File: src/rtl/mem_arb_if.sv
// Request, response and shared-bus signals between mem_arb and its requesters/bus.
// The arbiter uses the slave modport; the environment drives through master.
interface mem_arb_if;
    logic        hs_if4ma_val;
    logic [31:0] i_if_adr;
    logic        hs_ma4if_rdy;
    logic [31:0] o_if_rdat;
    logic        o_if_err;

    logic        hs_ls4ma_val;
    logic [31:0] i_ls_adr;
    logic [31:0] i_ls_wdat;
    logic [3:0]  i_ls_wen;
    logic        i_ls_ren;
    logic        hs_ma4ls_rdy;
    logic [31:0] o_ls_rdat;
    logic        o_ls_err;

    logic        o_bus_req;
    logic [31:0] o_bus_adr;
    logic [31:0] o_bus_wdat;
    logic [3:0]  o_bus_wen;
    logic        o_bus_ren;
    logic        i_bus_ack;
    logic [31:0] i_bus_rdat;

    modport slave (
        input  hs_if4ma_val, i_if_adr,
        output hs_ma4if_rdy, o_if_rdat, o_if_err,
        input  hs_ls4ma_val, i_ls_adr, i_ls_wdat, i_ls_wen, i_ls_ren,
        output hs_ma4ls_rdy, o_ls_rdat, o_ls_err,
        output o_bus_req, o_bus_adr, o_bus_wdat, o_bus_wen, o_bus_ren,
        input  i_bus_ack, i_bus_rdat
    );

    modport master (
        output hs_if4ma_val, i_if_adr,
        input  hs_ma4if_rdy, o_if_rdat, o_if_err,
        output hs_ls4ma_val, i_ls_adr, i_ls_wdat, i_ls_wen, i_ls_ren,
        input  hs_ma4ls_rdy, o_ls_rdat, o_ls_err,
        input  o_bus_req, o_bus_adr, o_bus_wdat, o_bus_wen, o_bus_ren,
        output i_bus_ack, i_bus_rdat
    );
endinterface

File: src/rtl/mem_arb.sv
// Fetch / load-store arbiter sharing one single-ack bus, with a wait-state timeout.
// Define CIRNO_MEM_ARB_RR_EN for round-robin arbitration; otherwise load/store has fixed priority.
module mem_arb #(
    parameter int unsigned TMO_CYC = 255
) (
    input logic      clk,
    input logic      rst,
    mem_arb_if.slave ma
);
    typedef enum logic [1:0] {IDLE, IF_BUSY, LS_BUSY} state_t;

    localparam logic [7:0] TmoLim = 8'(TMO_CYC);

    state_t      state_q, state_d;
    logic [7:0]  cnt_q, cnt_d;
    logic        busReq_q, busReq_d;
    logic [31:0] busAdr_q, busAdr_d;
    logic [31:0] busWdat_q, busWdat_d;
    logic [3:0]  busWen_q, busWen_d;
    logic        busRen_q, busRen_d;
    logic        ifRdy_q, ifRdy_d;
    logic        ifErr_q, ifErr_d;
    logic [31:0] ifRdat_q, ifRdat_d;
    logic        lsRdy_q, lsRdy_d;
    logic        lsErr_q, lsErr_d;
    logic [31:0] lsRdat_q, lsRdat_d;
`ifdef CIRNO_MEM_ARB_RR_EN
    logic        lastLs_q, lastLs_d;
`endif

    logic        grantLs, grantIf;
    logic [7:0]  cntInc;
    logic        done, timeout;
    logic [31:0] rspRdat;

    // Grant decision; only meaningful while the bus is free.
    always_comb begin
        grantLs = 1'b0;
        grantIf = 1'b0;
        if (state_q == IDLE) begin
`ifdef CIRNO_MEM_ARB_RR_EN
            grantLs = ma.hs_ls4ma_val && (!ma.hs_if4ma_val || !lastLs_q);
`else
            grantLs = ma.hs_ls4ma_val;
`endif
            grantIf = ma.hs_if4ma_val && !grantLs;
        end
    end

    always_comb begin
        state_d   = state_q;
        cnt_d     = cnt_q;
        busReq_d  = busReq_q;
        busAdr_d  = busAdr_q;
        busWdat_d = busWdat_q;
        busWen_d  = busWen_q;
        busRen_d  = busRen_q;
        ifRdy_d   = 1'b0;
        ifErr_d   = 1'b0;
        ifRdat_d  = ifRdat_q;
        lsRdy_d   = 1'b0;
        lsErr_d   = 1'b0;
        lsRdat_d  = lsRdat_q;
`ifdef CIRNO_MEM_ARB_RR_EN
        lastLs_d  = lastLs_q;
`endif
        cntInc    = cnt_q + 8'd1;
        done      = 1'b0;
        timeout   = 1'b0;
        rspRdat   = busRen_q ? ma.i_bus_rdat : 32'd0;

        case (state_q)
            IDLE: begin
                if (grantLs) begin
                    state_d   = LS_BUSY;
                    cnt_d     = 8'd0;
                    busReq_d  = 1'b1;
                    busAdr_d  = ma.i_ls_adr;
                    busWdat_d = ma.i_ls_wdat;
                    busWen_d  = ma.i_ls_wen;
                    busRen_d  = ma.i_ls_ren;
`ifdef CIRNO_MEM_ARB_RR_EN
                    lastLs_d  = 1'b1;
`endif
                end else if (grantIf) begin
                    state_d   = IF_BUSY;
                    cnt_d     = 8'd0;
                    busReq_d  = 1'b1;
                    busAdr_d  = ma.i_if_adr;
                    busWdat_d = 32'd0;
                    busWen_d  = 4'd0;
                    busRen_d  = 1'b1;
`ifdef CIRNO_MEM_ARB_RR_EN
                    lastLs_d  = 1'b0;
`endif
                end
            end
            IF_BUSY, LS_BUSY: begin
                cnt_d = cntInc;
                // An ack landing on the timeout cycle still wins.
                if (ma.i_bus_ack) begin
                    done = 1'b1;
                end else if (cntInc == TmoLim) begin
                    done    = 1'b1;
                    timeout = 1'b1;
                    rspRdat = 32'd0;
                end
                if (done) begin
                    state_d  = IDLE;
                    busReq_d = 1'b0;
                    if (state_q == LS_BUSY) begin
                        lsRdy_d  = 1'b1;
                        lsErr_d  = timeout;
                        lsRdat_d = rspRdat;
                    end else begin
                        ifRdy_d  = 1'b1;
                        ifErr_d  = timeout;
                        ifRdat_d = rspRdat;
                    end
                end
            end
            default: begin
                state_d  = IDLE;
                busReq_d = 1'b0;
            end
        endcase
    end

    always_ff @(posedge clk or posedge rst) begin
        if (rst) begin
            state_q   <= IDLE;
            cnt_q     <= 8'd0;
            busReq_q  <= 1'b0;
            busAdr_q  <= 32'd0;
            busWdat_q <= 32'd0;
            busWen_q  <= 4'd0;
            busRen_q  <= 1'b0;
            ifRdy_q   <= 1'b0;
            ifErr_q   <= 1'b0;
            ifRdat_q  <= 32'd0;
            lsRdy_q   <= 1'b0;
            lsErr_q   <= 1'b0;
            lsRdat_q  <= 32'd0;
`ifdef CIRNO_MEM_ARB_RR_EN
            lastLs_q  <= 1'b0;
`endif
        end else begin
            state_q   <= state_d;
            cnt_q     <= cnt_d;
            busReq_q  <= busReq_d;
            busAdr_q  <= busAdr_d;
            busWdat_q <= busWdat_d;
            busWen_q  <= busWen_d;
            busRen_q  <= busRen_d;
            ifRdy_q   <= ifRdy_d;
            ifErr_q   <= ifErr_d;
            ifRdat_q  <= ifRdat_d;
            lsRdy_q   <= lsRdy_d;
            lsErr_q   <= lsErr_d;
            lsRdat_q  <= lsRdat_d;
`ifdef CIRNO_MEM_ARB_RR_EN
            lastLs_q  <= lastLs_d;
`endif
        end
    end

    assign ma.o_bus_req    = busReq_q;
    assign ma.o_bus_adr    = busAdr_q;
    assign ma.o_bus_wdat   = busWdat_q;
    assign ma.o_bus_wen    = busWen_q;
    assign ma.o_bus_ren    = busRen_q;
    assign ma.hs_ma4if_rdy = ifRdy_q;
    assign ma.o_if_err     = ifErr_q;
    assign ma.o_if_rdat    = ifRdat_q;
    assign ma.hs_ma4ls_rdy = lsRdy_q;
    assign ma.o_ls_err     = lsErr_q;
    assign ma.o_ls_rdat    = lsRdat_q;
endmodule
File: src/flat_wrapper.sv
// flat-port wrapper written by rule: the top's interface ports become plain ports
module mem_arb_flat 
#(
    parameter int unsigned TMO_CYC = 255
)
  (clk, rst, ma_hs_if4ma_val, ma_i_if_adr, ma_hs_ma4if_rdy, ma_o_if_rdat, ma_o_if_err, ma_hs_ls4ma_val, ma_i_ls_adr, ma_i_ls_wdat, ma_i_ls_wen, ma_i_ls_ren, ma_hs_ma4ls_rdy, ma_o_ls_rdat, ma_o_ls_err, ma_o_bus_req, ma_o_bus_adr, ma_o_bus_wdat, ma_o_bus_wen, ma_o_bus_ren, ma_i_bus_ack, ma_i_bus_rdat);
  mem_arb_if ma_i ();
  input logic clk;
  input logic rst;
  input wire logic [$bits(ma_i.hs_if4ma_val)-1:0] ma_hs_if4ma_val;
  input wire logic [$bits(ma_i.i_if_adr)-1:0] ma_i_if_adr;
  output wire logic [$bits(ma_i.hs_ma4if_rdy)-1:0] ma_hs_ma4if_rdy;
  output wire logic [$bits(ma_i.o_if_rdat)-1:0] ma_o_if_rdat;
  output wire logic [$bits(ma_i.o_if_err)-1:0] ma_o_if_err;
  input wire logic [$bits(ma_i.hs_ls4ma_val)-1:0] ma_hs_ls4ma_val;
  input wire logic [$bits(ma_i.i_ls_adr)-1:0] ma_i_ls_adr;
  input wire logic [$bits(ma_i.i_ls_wdat)-1:0] ma_i_ls_wdat;
  input wire logic [$bits(ma_i.i_ls_wen)-1:0] ma_i_ls_wen;
  input wire logic [$bits(ma_i.i_ls_ren)-1:0] ma_i_ls_ren;
  output wire logic [$bits(ma_i.hs_ma4ls_rdy)-1:0] ma_hs_ma4ls_rdy;
  output wire logic [$bits(ma_i.o_ls_rdat)-1:0] ma_o_ls_rdat;
  output wire logic [$bits(ma_i.o_ls_err)-1:0] ma_o_ls_err;
  output wire logic [$bits(ma_i.o_bus_req)-1:0] ma_o_bus_req;
  output wire logic [$bits(ma_i.o_bus_adr)-1:0] ma_o_bus_adr;
  output wire logic [$bits(ma_i.o_bus_wdat)-1:0] ma_o_bus_wdat;
  output wire logic [$bits(ma_i.o_bus_wen)-1:0] ma_o_bus_wen;
  output wire logic [$bits(ma_i.o_bus_ren)-1:0] ma_o_bus_ren;
  input wire logic [$bits(ma_i.i_bus_ack)-1:0] ma_i_bus_ack;
  input wire logic [$bits(ma_i.i_bus_rdat)-1:0] ma_i_bus_rdat;
  assign ma_i.hs_if4ma_val = ma_hs_if4ma_val;
  assign ma_i.i_if_adr = ma_i_if_adr;
  assign ma_hs_ma4if_rdy = ma_i.hs_ma4if_rdy;
  assign ma_o_if_rdat = ma_i.o_if_rdat;
  assign ma_o_if_err = ma_i.o_if_err;
  assign ma_i.hs_ls4ma_val = ma_hs_ls4ma_val;
  assign ma_i.i_ls_adr = ma_i_ls_adr;
  assign ma_i.i_ls_wdat = ma_i_ls_wdat;
  assign ma_i.i_ls_wen = ma_i_ls_wen;
  assign ma_i.i_ls_ren = ma_i_ls_ren;
  assign ma_hs_ma4ls_rdy = ma_i.hs_ma4ls_rdy;
  assign ma_o_ls_rdat = ma_i.o_ls_rdat;
  assign ma_o_ls_err = ma_i.o_ls_err;
  assign ma_o_bus_req = ma_i.o_bus_req;
  assign ma_o_bus_adr = ma_i.o_bus_adr;
  assign ma_o_bus_wdat = ma_i.o_bus_wdat;
  assign ma_o_bus_wen = ma_i.o_bus_wen;
  assign ma_o_bus_ren = ma_i.o_bus_ren;
  assign ma_i.i_bus_ack = ma_i_bus_ack;
  assign ma_i.i_bus_rdat = ma_i_bus_rdat;
  mem_arb #(.TMO_CYC(TMO_CYC)) u_core (.clk(clk), .rst(rst), .ma(ma_i));
endmodule
File: config.mk
export PLATFORM = sky130hd
export DESIGN_NAME = mem_arb_flat
export DESIGN_NICKNAME = d
export VERILOG_FILES = /design/src/rtl/mem_arb_if.sv /design/src/rtl/mem_arb.sv /design/src/flat_wrapper.sv
export SDC_FILE = /design/constraint.sdc
export NUM_CORES = 1
export LEC_CHECK = 0
export CELL_PAD_IN_SITES_DETAIL_PLACEMENT = 0
export CELL_PAD_IN_SITES_GLOBAL_PLACEMENT = 1
export CORE_ASPECT_RATIO = 1.2
export CORE_UTILIZATION = 30
export CTS_BUF_LIST = sky130_fd_sc_hd__clkbuf_4 sky130_fd_sc_hd__clkbuf_8
export CTS_CLUSTER_DIAMETER = 50
export CTS_CLUSTER_SIZE = 24
export DETAILED_ROUTE_END_ITERATION = 10
export PLACE_DENSITY_LB_ADDON = 0.1
export SLEW_MARGIN = 20
export SYNTH_ARGS = -nofsm -noshare
export SYNTH_HDL_FRONTEND = slang
export SYNTH_SLANG_ARGS = --single-unit
File: constraint.sdc
create_clock -name clk -period 4.6 [get_ports clk]
set_input_delay 0.92 -clock clk [delete_from_list [all_inputs] [get_ports clk]]
set_output_delay 0.92 -clock clk [all_outputs]
set_load 0.05 [all_outputs]
* Yosys cells after proc, flatten, opt, wreduce, memory -nomap -nowiden
Cells that the tools add are included.
** Operators by class
- Eq/ne operators :: 5
- Add/subtract/negate cells :: 1
- Reduce and logical (&&, ||, !) cells :: 11
- Bitwise operators :: 1
- Mux-type cells :: 39
** Operator list (number)
- $mux W32 :: 7
- $mux W1 :: 22
- $mux W8 :: 2
- $pmux W8 S2 :: 1
- $add A8 B1 Y8 const B :: 1
- $eq A8 B8 Y1 const B :: 1
- $mux W4 :: 2
- $mux W2 :: 3
- $reduce_and A2 Y1 :: 3
- $reduce_and A3 Y1 :: 2
- $pmux W2 S2 :: 1
- $reduce_bool A2 Y1 :: 2
- $ne A3 B1 Y1 const B :: 1
- $eq A2 B1 Y1 const B :: 1
- $eq A2 B2 Y1 const B :: 1
- $logic_not A2 Y1 :: 1
- $ne A2 B1 Y1 const B :: 1
- $pmux W1 S2 :: 1
- $reduce_or A2 Y1 :: 1
- $logic_and A1 B1 Y1 :: 1
- $logic_not A1 Y1 :: 1
- $not A1 Y1 :: 1
** Storage, ports and cells
- Output and inout port bits :: 138
- Logic and storage cells :: 70
- Bits of input ports :: 138
- Register bits after elaboration :: 148

* Depth between registers and ports, before layout
Gate-level depths: netlist of the first run.
- Depth in word-level cells :: 7
- Mapped depth :: 9
- Mapped depth without buffers :: 7

* Worst setup path after synthesis of the first run
No wires, ideal clock.
- Path type :: input-to-reg
- Start :: in ma_hs_if4ma_val
- End :: reg u_core.busAdr_q[0], in the netlist u_core.ma.o_bus_adr[0]
- Data arrival time :: 1.986 ns
- Setup slack :: 2.531 ns
- Path buffers :: 3
- Data required time :: 4.517 ns
- Cell stages on the path :: 6
- Setup time :: 0.083 ns
- Cell sequence :: clkbuf_1 > o21ai_1 > buf_2 > buf_1 > nand2_1 > o21ai_0
** Between the ends
- Cells in the longest elaborated chain, start to end :: 4
** Ends and longest elaborated chain
- start: declaration :: RTL line flat_wrapper.sv:10 : input wire logic [$bits(ma_i.hs_if4ma_val)-1:0] ma_hs_if4ma_val;
- $logic_and A1 B1 Y1 :: RTL line mem_arb.sv:46 : grantIf = ma.hs_if4ma_val && !grantLs;
- $mux W1 :: RTL line mem_arb.sv:40 : if (state_q == IDLE) begin
- $reduce_bool A2 Y1 (no line)
- $reduce_and A2 Y1 (no line)
- end signal: assignment :: RTL line mem_arb.sv:151 : busAdr_q <= busAdr_d;
- end: declaration :: RTL line mem_arb.sv:17 : logic [31:0] busAdr_q, busAdr_d;
Every way passes these cells.
A chain may end at the register's enable or synchronous reset.

* Worst setup path in the final report of the first run
- Start :: reg u_core.busRen_q, in the netlist u_core.ma.o_bus_ren
- End :: out ma_o_bus_ren
** RTL lines
- start: declaration :: RTL line mem_arb.sv:20 : logic busRen_q, busRen_d;
- start signal: assignment :: RTL line mem_arb.sv:154 : busRen_q <= busRen_d;
- end: declaration :: RTL line flat_wrapper.sv:27 : output wire logic [$bits(ma_i.o_bus_ren)-1:0] ma_o_bus_ren;
No word-level cell between the ends.

==> results of run 1 <==
## how the worst min path moves through the flow
stage	startpoint	end	slack, ns	cells after the start
2_1_floorplan	u_core.cnt_q[7]	u_core.cnt_q[7]	0.49	2
3_3_place_gp	u_core.ma.o_bus_adr[25]	u_core.ma.o_bus_adr[25]	0.46	2
3_5_place_dp	u_core.ma.o_bus_adr[7]	u_core.ma.o_bus_adr[7]	0.47	2
4_1_cts	u_core.ma.o_bus_adr[7]	u_core.ma.o_bus_adr[7]	0.49	2
5_1_grt	u_core.ma.o_bus_adr[0]	u_core.ma.o_bus_adr[0]	0.52	2
6_report	u_core.ma.o_bus_adr[9]	u_core.ma.o_bus_adr[9]	0.49	2
## sequential cells by signal (all words and copies together), names as in the netlist
register                count
u_core.ma.o_bus_adr        32
u_core.ma.o_bus_wdat       32
u_core.ma.o_if_rdat        32
u_core.ma.o_ls_rdat        32
u_core.cnt_q                8
u_core.ma.o_bus_wen         4
u_core.state_q              2
u_core.ma.hs_ma4if_rdy      1
u_core.ma.hs_ma4ls_rdy      1
u_core.ma.o_bus_ren         1
u_core.ma.o_bus_req         1
u_core.ma.o_if_err          1
u_core.ma.o_ls_err          1
## power breakdown
group / switching, W / internal (W)
Combinational: 0.00318 / 0.00156
Sequential: 0.000403 / 0.00187
Clock: 0.000550 / 0.000568
Total: 0.00413 / 0.00400
## per-stage QoR
step	cell area (um2)	utilization (%)
2_1_floorplan	6660	-
3_3_place_gp	9630	44.4
3_5_place_dp	9630	44.4
4_1_cts	10100	46.4
5_1_grt	10100	46.4
6_report	10100	46.4
## cell families after synthesis
kind of cell / after synthesis / synth area share (%)
mux: 3 / 0.451
compound gates: 254 / 25.6
fa+ha+maj: 7 / 1.31
simple gates: 107 / 9.26
flops: 148 / 55.6
buf+inv: 129 / 7.80
## worst reg2reg max path, stage by stage, from the launching register on
cell and delay, ns:
dfrtp_1 0.45, ha_1 0.32, nand2b_1 0.17, o21ai_1 0.07, a31o_2 0.21, a21o_2 0.61
buf_4 0.44, o21ai_0 0.14
## layer usage
| layer | wire length [um] | part of all wire (%) |
|---|---|---|
| met1 | 8750 | 41 |
| met2 | 10300 | 49 |
| met3 | 1710 | 8.1 |
| met4 | 368 | 1.7 |
| met5 | 0 | 0 |
## cell usage after synthesis, types with 2 or more instances
cell type and count:
o31ai_1 4, a22o_1 36, nand2b_1 4, a32oi_1 64
nand2_1 45, and2_1 4, a21oi_1 35, nor3_1 4
nand3_1 5, buf_1 4, and3b_1 32, ha_1 7
inv_1 73, clkbuf_1 45, nor2_1 6, a221oi_2 2
dfrtp_1 148, o21ai_1 42, a21o_1 4, mux2i_1 3
buf_6 4, o21ai_0 62
## layout make-up
class,instances,share of cell area (%)
flip-flops and latches,148,36.8
repair buffers,286,28.4
multi-input cells,371,24.3
well taps,274,3.40
inverters,74,2.79
clock buffers,18,2.46
clock inverters,14,1.85
diodes,1,0.0248
==> metrics.md, run 1 <==
| Metric | Value |
|---|---|
| Worst-Margin Slew | `0.979 ns` |
| Post-CTS Hold Buffers | `0` |
| Clock-pin slew on the worst setup and hold paths | `0.08 ns` |
| Clock buffer depth | `2` |
| Total track usage | `18.5%` |
| Crit Path Category | `reg -> out` |
| Drt pass-1 iters | `5` |
| Initial core utilization | `30.7%` |
| Area of the multi-input gates | `0.00245 mm2` |
| Placed cells | `1153` |
| Post-route ant nets | `0` |
| Root Driver | `clkbuf_8` |
| Worst endpoint required time | `3.68 ns` |
| Share of cells above drive strength 1 | `5.71%` |
| Data arrival, critical path | `approximately 2.3 ns` |
| DIE WIDTH | `about 140 um` |
| Met3 Use GR | `6.57%` |
| Outcome | `completed` |
| Final net count | `1043` |
| CTS tree | `yes` |
| Number of gates resized after CTS | `0` |
| Grt met1 use | `22.6%` |
| Hold Slack | `0.486 ns` |
| FF-to-FF End | `u_core.ma.o_ls_rdat[8]` |
| Initial antenna violation count | `0` |
| HP Class | `reg -> reg` |
| Synth async-reset ratio | `100%` |
| Core Area | `0.0217 mm2` |
| Final hold viol count | `0` |
| Fillers | `2075` |
| Cells after Synth | `648` |
| Critical path endpoint | `ma_o_bus_ren` |
| Slowest-stage cell, CP | `clkdlybuf4s50_1` |
| Power Dens Cells | `about 810 mW/mm2` |
| Initial drt markers | `312` |
| Netlist Area Pre-Place | `0.00666 mm2` |
| Commonest non-fill, non-tap cell in the layout | `clkdlybuf4s50_1` |
| Slew Limit Fails | `0` |
| Peak fanout along the critical path | `66` |
| Total Wirelength | `21100 um` |
| Post-CTS Setup Bufs | `0` |
| Setup WS pre-CTS | `1.73 ns` |
| Via count | `a little under 6000` |
| Crit path cell chain | `buf_4 > clkdlybuf4s50_1` |
| Grt met2 use | `30.1%` |
| Area delta synth->final | `51.2%` |
| Achievable frequency | `0.312 GHz` |
| CTS buffer count | `17` |
| Buf/Inv on CP | `2` |
| Max cap viols | `0` |
| Total power | `0.00813 W` |
| Reg2reg start | `u_core.cnt_q[0]` |
| Syn Nets | `793` |
| DP Wirelength | `14300 um` |
| Busiest grt layer | `met2` |
| DRC | `0` |
| Clock Skews | `about 0.02 ns` |
| Worst vdd ir | `0.000372 V` |
| WL per Instance | `17.8 um` |
| Most frequent cells in the layout | `clkdlybuf4s50_1 (274), dfrtp_1 (147), inv_1 (72)` |
| Final Wtd Congestion | `a little under 0.8` |
| Finish-stage setup viols | `0` |
| # clock sinks | `148` |
| Synth area leader | `dfrtp_1` |
| Slew headroom | `34.7%` |
| I/O pins | `276` |
| H-tree levels | `4` |
| Flop2flop setup slack | `2.07 ns` |
| CP startpoint | `u_core.ma.o_bus_ren` |
| Worst r2r path cells | `7` |
| Stages on worst setup path | `2` |
| Crit start category | `register` |
| Sequential cell area fraction in the yosys report | `55.6%` |
| Most used DFF post-synth | `dfrtp_1` |
| FF/Latch Area | `0.00370 mm2` |
| Total gr overflow | `0` |
| Port bufs | `approximately 280` |
| Syn. warnings | `0` |
| Global-route wire length before repair | `33200 um` |
| Largest net degree at the start of global routing | `71` |
| Vias/cell | `4.98` |
| Rows | `59` |
| Crit. End Element | `primary output` |
| Cell family with most CP delay | `buffers and inverters` |
| Crit share post-route | `69.6%` |
| Post-synth top area share | `between 50% and 60%` |
| Syn avg cell area | `10.3 um2` |
| Post-synth EDFFs | `0` |
| Vias in the first global route | `6002` |
| RSZ-0062 raised after global routing | `no` |
| TNS Setup | `0 ns` |
| Yosys reg bits | `148` |
| Crit path time final | `between 3 and 4 ns` |
| Worst setup margin | `1.40 ns` |
| Netlist cell types | `37` |
| Max incr delay on CP | `about 0.93 ns` |
| Final Non-Filler Cells | `about 1200` |
| Clk_lat worst skew | `between 0.4 and 0.5 ns` |
| Largest cells by area after synthesis | `dfrtp_1 (56%), a32oi_1 (8.4%), a22o_1 (4.7%)` |
| Die Span Y | `165 um` |
| Die Area | `0.0228 mm2` |
| Leakage | `approximately 4.5 nW` |
No activity file was read; power rests on OpenSTA's default activity.
==> run 2: changes to the inputs <==
- CORE_UTILIZATION: 30 -> 33
- clock period: 4.6 -> 2.95 ns (I/O delays scaled with it)
==> run 2 against run 1 <==
Sequential share of layout area about the same. Count of clock-buffer cells in the layout up 5. First-iteration DRC count up 11%. Sequential cell count unchanged. Largest cell class unchanged.
==> metrics.md, run 2 (synthesized netlist as in run 1, its figures left out) <==
| Metric | Value |
|---|---|
| Outcome | `completed` |
| Port bufs | `275` |
| RSZ-0062 raised after global routing | `no` |
| Rows | `between 50 and 60` |
| Clock Skews | `0.0175 ns` |
| Post-CTS Hold Buffers | `0` |
| Clock buffer depth | `2` |
| Vias in the first global route | `approximately 6000` |
| Worst endpoint required time | `2.36 ns` |
| Crit share post-route | `76.8%` |
| Hold endpoint | `u_core.ma.o_bus_adr[20]` |
| Initial antenna violation count | `0` |
| Worst vdd ir | `0.000658 V` |
| CTS tree | `yes` |
| Flop2flop setup slack | `just over 0.8 ns` |
| Die Area | `0.0208 mm2` |
| Achievable frequency | `0.441 GHz` |
| Max cap viols | `0` |
| Most frequent cells in the layout | `clkdlybuf4s50_1 (274), dfrtp_1 (147), inv_1 (72)` |
| Area delta synth->final | `51.4%` |
| HP Class | `reg -> reg` |
| Worst setup margin | `0.683 ns` |
| Root Driver | `clkbuf_8` |
| Crit path time final | `2.27 ns` |
| I/O pins | `276` |
| Reg2reg start | `u_core.cnt_q[0]` |
| Drt pass-1 iters | `4` |
| Final net count | `1048` |
| Crit Path Category | `reg -> out` |
| Hold path cells | `2` |
| DP Wirelength | `14100 um` |
| Global-route wire length before repair | `32700 um` |
| Data arrival, critical path | `1.68 ns` |
| CTS buffer count | `17` |
| WL per Instance | `17.6 um` |
| Clock-pin slew on the worst setup and hold paths | `0.09 ns` |
| Clk_lat worst skew | `0.44 ns` |
| Final Util | `51.2%` |
| Setup WS pre-CTS | `between 0.7 and 0.8 ns` |
| Largest net degree at the start of global routing | `80` |
| Initial core utilization | `roughly a third` |
| Via count | `just under 6000` |
| Slew headroom | `53.2%` |
| Worst-Margin Slew | `0.703 ns` |
| Total track usage | `20.1%` |
| Die Span Y | `158 um` |
| Slowest-stage cell, CP | `clkdlybuf4s50_1` |
| Vias/cell | `5.05` |
| Post-CTS Setup Bufs | `0` |
| Share of cells above drive strength 1 | `between 6 and 7%` |
| Power Dens Cells | `between 1000 and 1500 mW/mm2` |
| H-tree levels | `4` |
| FF-to-FF End | `u_core.ma.o_if_rdat[17]` |
| Cell family with most CP delay | `buffers and inverters` |
| Total Wirelength | `20700 um` |
| Commonest non-fill, non-tap cell in the layout | `clkdlybuf4s50_1` |
| Worst r2r path cells | `7` |
| Crit path cell chain | `clkdlybuf4s50_1` |
| Post-route ant nets | `0` |
| DIE WIDTH | `132 um` |
| Core Area | `0.0197 mm2` |
| Initial drt markers | `345` |
| Finish-stage setup viols | `0` |
| Buf/Inv on CP | `1` |
| Crit start category | `register` |
| # clock sinks | `148` |
| Hold wc startpoint | `u_core.ma.o_bus_adr[20]` |
| Number of gates resized after CTS | `0` |
| TNS Setup | `0 ns` |
| Max incr delay on CP | `between 0.8 and 0.9 ns` |
| Slew Limit Fails | `0` |
| Peak fanout along the critical path | `3` |
| Total gr overflow | `0` |
| N_diodes | `0` |
| Crit. End Element | `primary output` |
| Final hold viol count | `0` |
| Hold Slack | `0.482 ns` |
| Final Wtd Congestion | `0.789` |
| DRC | `0` |
| Leakage | `4.53 nW` |
==> run 2: cell types whose count changed in the layout (fill, tap and decap cells not counted), sizes merged, moves of 2 or more <==
cell and change:
buf +5, clkbuf +5, clkinvlp +2, inv -7
==> run 2: routing by layer <==
layer	GRT usage [%]	vias to the layer above	wire (um)
li1	-	2848	-
met1	24.4	2868	8870
met2	33.4	199	10200
met3	6.21	20	1310
met4	7.48	0	321
met5	0	-	0
==> run 2: final cells by class <==
class / instances / area [um2]
timing repair buffer: 291 / 2920
fill: 1767 / 9610
clock buffer: 23 / 304
sequential: 148 / 3700
inverter: 74 / 282
multi-input combinational: 371 / 2450
tap: 261 / 327
clock inverter: 7 / 98.8
==> run 2: worst max-delay path by stage <==
stage	from	end	slack [ns]	cells past startpoint
floorplan	rst	u_core.cnt_q[0]	0.50	1
global placement	ma_hs_if4ma_val	u_core.ma.o_bus_adr[31]	0.78	5
detailed placement	ma_hs_if4ma_val	u_core.ma.o_bus_adr[30]	0.74	5
CTS	u_core.ma.o_bus_req	ma_o_bus_req	0.62	1
global route	u_core.ma.o_bus_req	ma_o_bus_req	0.58	1
finish	u_core.ma.o_bus_req	ma_o_bus_req	0.68	1
==> run 2: tightest hold or removal path: cells and delay by family, from the launching register on <==
kind            cells  cell delay (ns)
compound gates      1             0.06
flops               1             0.35
simple gates        1             0.04
==> run 2: report_power, final <==
part	switching, W	internal, W	leakage, nW
Combinational	0.00495	0.00249	2.63
Clock	0.000754	0.000855	0.194
Sequential	0.000630	0.00292	1.71
==> run 2: through the flow <==
stage | total power [W] | instance area (um2) | std cells
final | 0.0126 | 10100 | 1175
after global routing | 0.0133 | 10100 | 1175
after CTS | 0.0127 | 10100 | 1175
after detailed placement | 0.0111 | 9680 | 1145
after global placement | 0.0110 | 9680 | 1145
after floorplan | 0.00834 | 6660 | 648
==> run 3: changes to the inputs <==
- clock period: 2.95 -> 2.4 ns (I/O delays scaled with it)
==> run 3 against run 2 <==
Core utilization rose by 0.10 points. Non-clock buffer count rose by 3. Routed wire length fell by 1.8%. Via count fell by 1.3%. Highest routed layer unchanged. Sequential cell count did not move. Largest cell class unchanged.
==> metrics.md, run 3 (synthesized netlist as in run 1, its figures left out) <==
| Metric | Value |
|---|---|
| Post-CTS Hold Buffers | `0` |
| Crit path time final | `2.16 ns` |
| Area delta synth->final | `51.7%` |
| FF/Latch Area | `0.00370 mm2` |
| DIE WIDTH | `between 100 and 150 um` |
| Cell family with most CP delay | `buffers and inverters` |
| WL per Instance | `17.3 um` |
| Global-route wire length before repair | `32300 um` |
| HP Class | `reg -> reg` |
| Max incr delay on CP | `roughly 0.83 ns` |
| Port bufs | `~280` |
| Area of the multi-input gates | `0.00245 mm2` |
| Achievable frequency | `0.463 GHz` |
| Die Area | `0.0208 mm2` |
| Clk pwr share | `11.9%` |
| Int Pwr | `0.00757 W` |
| Core Area | `roughly 0.020 mm2` |
| Vias/cell | `4.97` |
| Final Wtd Congestion | `0.817` |
| RSZ-0062 raised after global routing | `no` |
| Worst r2r path cells | `7` |
| CP startpoint | `u_core.ma.o_ls_rdat[19]` |
| Buf/Inv on CP | `1` |
| Slew headroom | `60.6%` |
| Initial core utilization | `33.8%` |
| Reg2reg start | `u_core.cnt_q[0]` |
| Leakage | `4.55 nW` |
| Initial antenna violation count | `0` |
| Total gr overflow | `0` |
| Max cap viols | `0` |
| Finish-stage setup viols | `0` |
| Post-CTS Setup Bufs | `0` |
| Outcome | `completed` |
| Worst-Margin Slew | `0.589 ns` |
| Data arrival, critical path | `between 1.5 and 2 ns` |
| Root Driver | `clkbuf_8` |
| Total power | `0.0154 W` |
| H-tree levels | `4` |
| Die Span Y | `approximately 160 um` |
| Largest net degree at the start of global routing | `77` |
| Crit share post-route | `90.1%` |
| N_diodes | `0` |
| Worst vdd ir | `0.000729 V` |
| Worst endpoint required time | `1.92 ns` |
| CTS tree | `yes` |
| Final hold viol count | `0` |
| Crit path cell chain | `clkdlybuf4s50_1` |
| Stages on worst setup path | `1` |
| P_sw | `0.00783 W` |
| Via count | `5858` |
| Number of gates resized after CTS | `0` |
| Switching part of the total power | `roughly half` |
| Initial drt markers | `382` |
| Crit start category | `register` |
| Post-route ant nets | `0` |
| Total Wirelength | `20300 um` |
| Total track usage | `19.8%` |
| Critical path endpoint | `ma_o_ls_rdat[19]` |
| Crit Path Category | `reg -> out` |
| Clock Skews | `0.0146 ns` |
| Power Dens Cells | `1520 mW/mm2` |
| Clk_lat worst skew | `0.44 ns` |
| Share of cells above drive strength 1 | `approximately 6.4%` |
| Seq pwr share | `28.6%` |
| CTS buffer count | `17` |
| TNS Setup | `0 ns` |
| Peak fanout along the critical path | `3` |
| Drt pass-1 iters | `4` |
| Rows | `56` |
| Most frequent cells in the layout | `clkdlybuf4s50_1 (273), dfrtp_1 (147), inv_1 (72)` |
| Clock buffer depth | `2` |
| Final net count | `1051` |
| FF-to-FF End | `u_core.ma.o_ls_rdat[5]` |
| Comb pwr share | `59.6%` |
| Vias in the first global route | `about 6000` |
| DRC | `0` |
| Crit. End Element | `primary output` |
| Slowest-stage cell, CP | `clkdlybuf4s50_1` |
| Commonest non-fill, non-tap cell in the layout | `clkdlybuf4s50_1` |
| Clock-pin slew on the worst setup and hold paths | `0.09 ns` |
| Flop2flop setup slack | `approximately 0.35 ns` |
| Slew Limit Fails | `0` |
| DP Wirelength | `14200 um` |
| # clock sinks | `between 100 and 150` |
| I/O pins | `276` |
| Fillers | `around 1800` |
## run 3: worst min path at each step
stage,start,end,depth (start not counted)
after floorplan,u_core.cnt_q[7],u_core.cnt_q[7],2
after global placement,u_core.ma.o_bus_adr[18],u_core.ma.o_bus_adr[18],2
after detailed placement,u_core.ma.o_bus_adr[14],u_core.ma.o_bus_adr[14],2
after CTS,u_core.ma.o_bus_adr[14],u_core.ma.o_bus_adr[14],2
after global routing,u_core.ma.o_bus_adr[13],u_core.ma.o_bus_adr[13],2
final,u_core.ma.o_bus_adr[14],u_core.ma.o_bus_adr[14],2
## run 3: worst min-delay path, delay by kind of cell (launching register included)
kind	cells	cell delay (ns)
DFF	1	0.35
AOI/OAI and AO/OA	1	0.06
and+or+nand+nor	1	0.04
## run 3: power by group through the flow
stage	clock, W	combinational, W	sequential (W)
CTS	0.00191	0.00925	0.00440
global placement	0	0.00916	0.00437
floorplan	0	0.00230	0.00794
finish	0.00183	0.00917	0.00440
detailed placement	0	0.00925	0.00441
global route	0.00201	0.00973	0.00455
## run 3: per-layer routing
layer,up-vias,share of wire [%],global-route usage (%)
li1,2849,-,-
met1,2768,41,24.5
met2,221,49,32.7
met3,20,8.2,6.82
met4,0,1.5,6.09
met5,-,0,0
## run 3: final cells by class
class	count	area share, %
Timing Repair Buffer	294	29.4
Sequential cell	148	36.7
Tap cell	261	3.23
Clock inverter	11	1.03
Clock buffer	19	2.59
Multi-Input combinational cell	371	24.2
Inverter	74	2.79
## run 3: metrics by stage
stage               setup slack [ns]  util (%)  hold slack [ns]  std cells  instance area [um2]
global route                   0.149      51.3            0.515       1178                10100
floorplan                     0.0590         -            0.493        648                 6660
detailed placement             0.345      49.5            0.469       1148                 9740
global placement               0.433      49.5            0.462       1148                 9740
CTS                            0.193      51.3            0.488       1178                10100
finish                         0.238      51.3            0.485       1178                10100
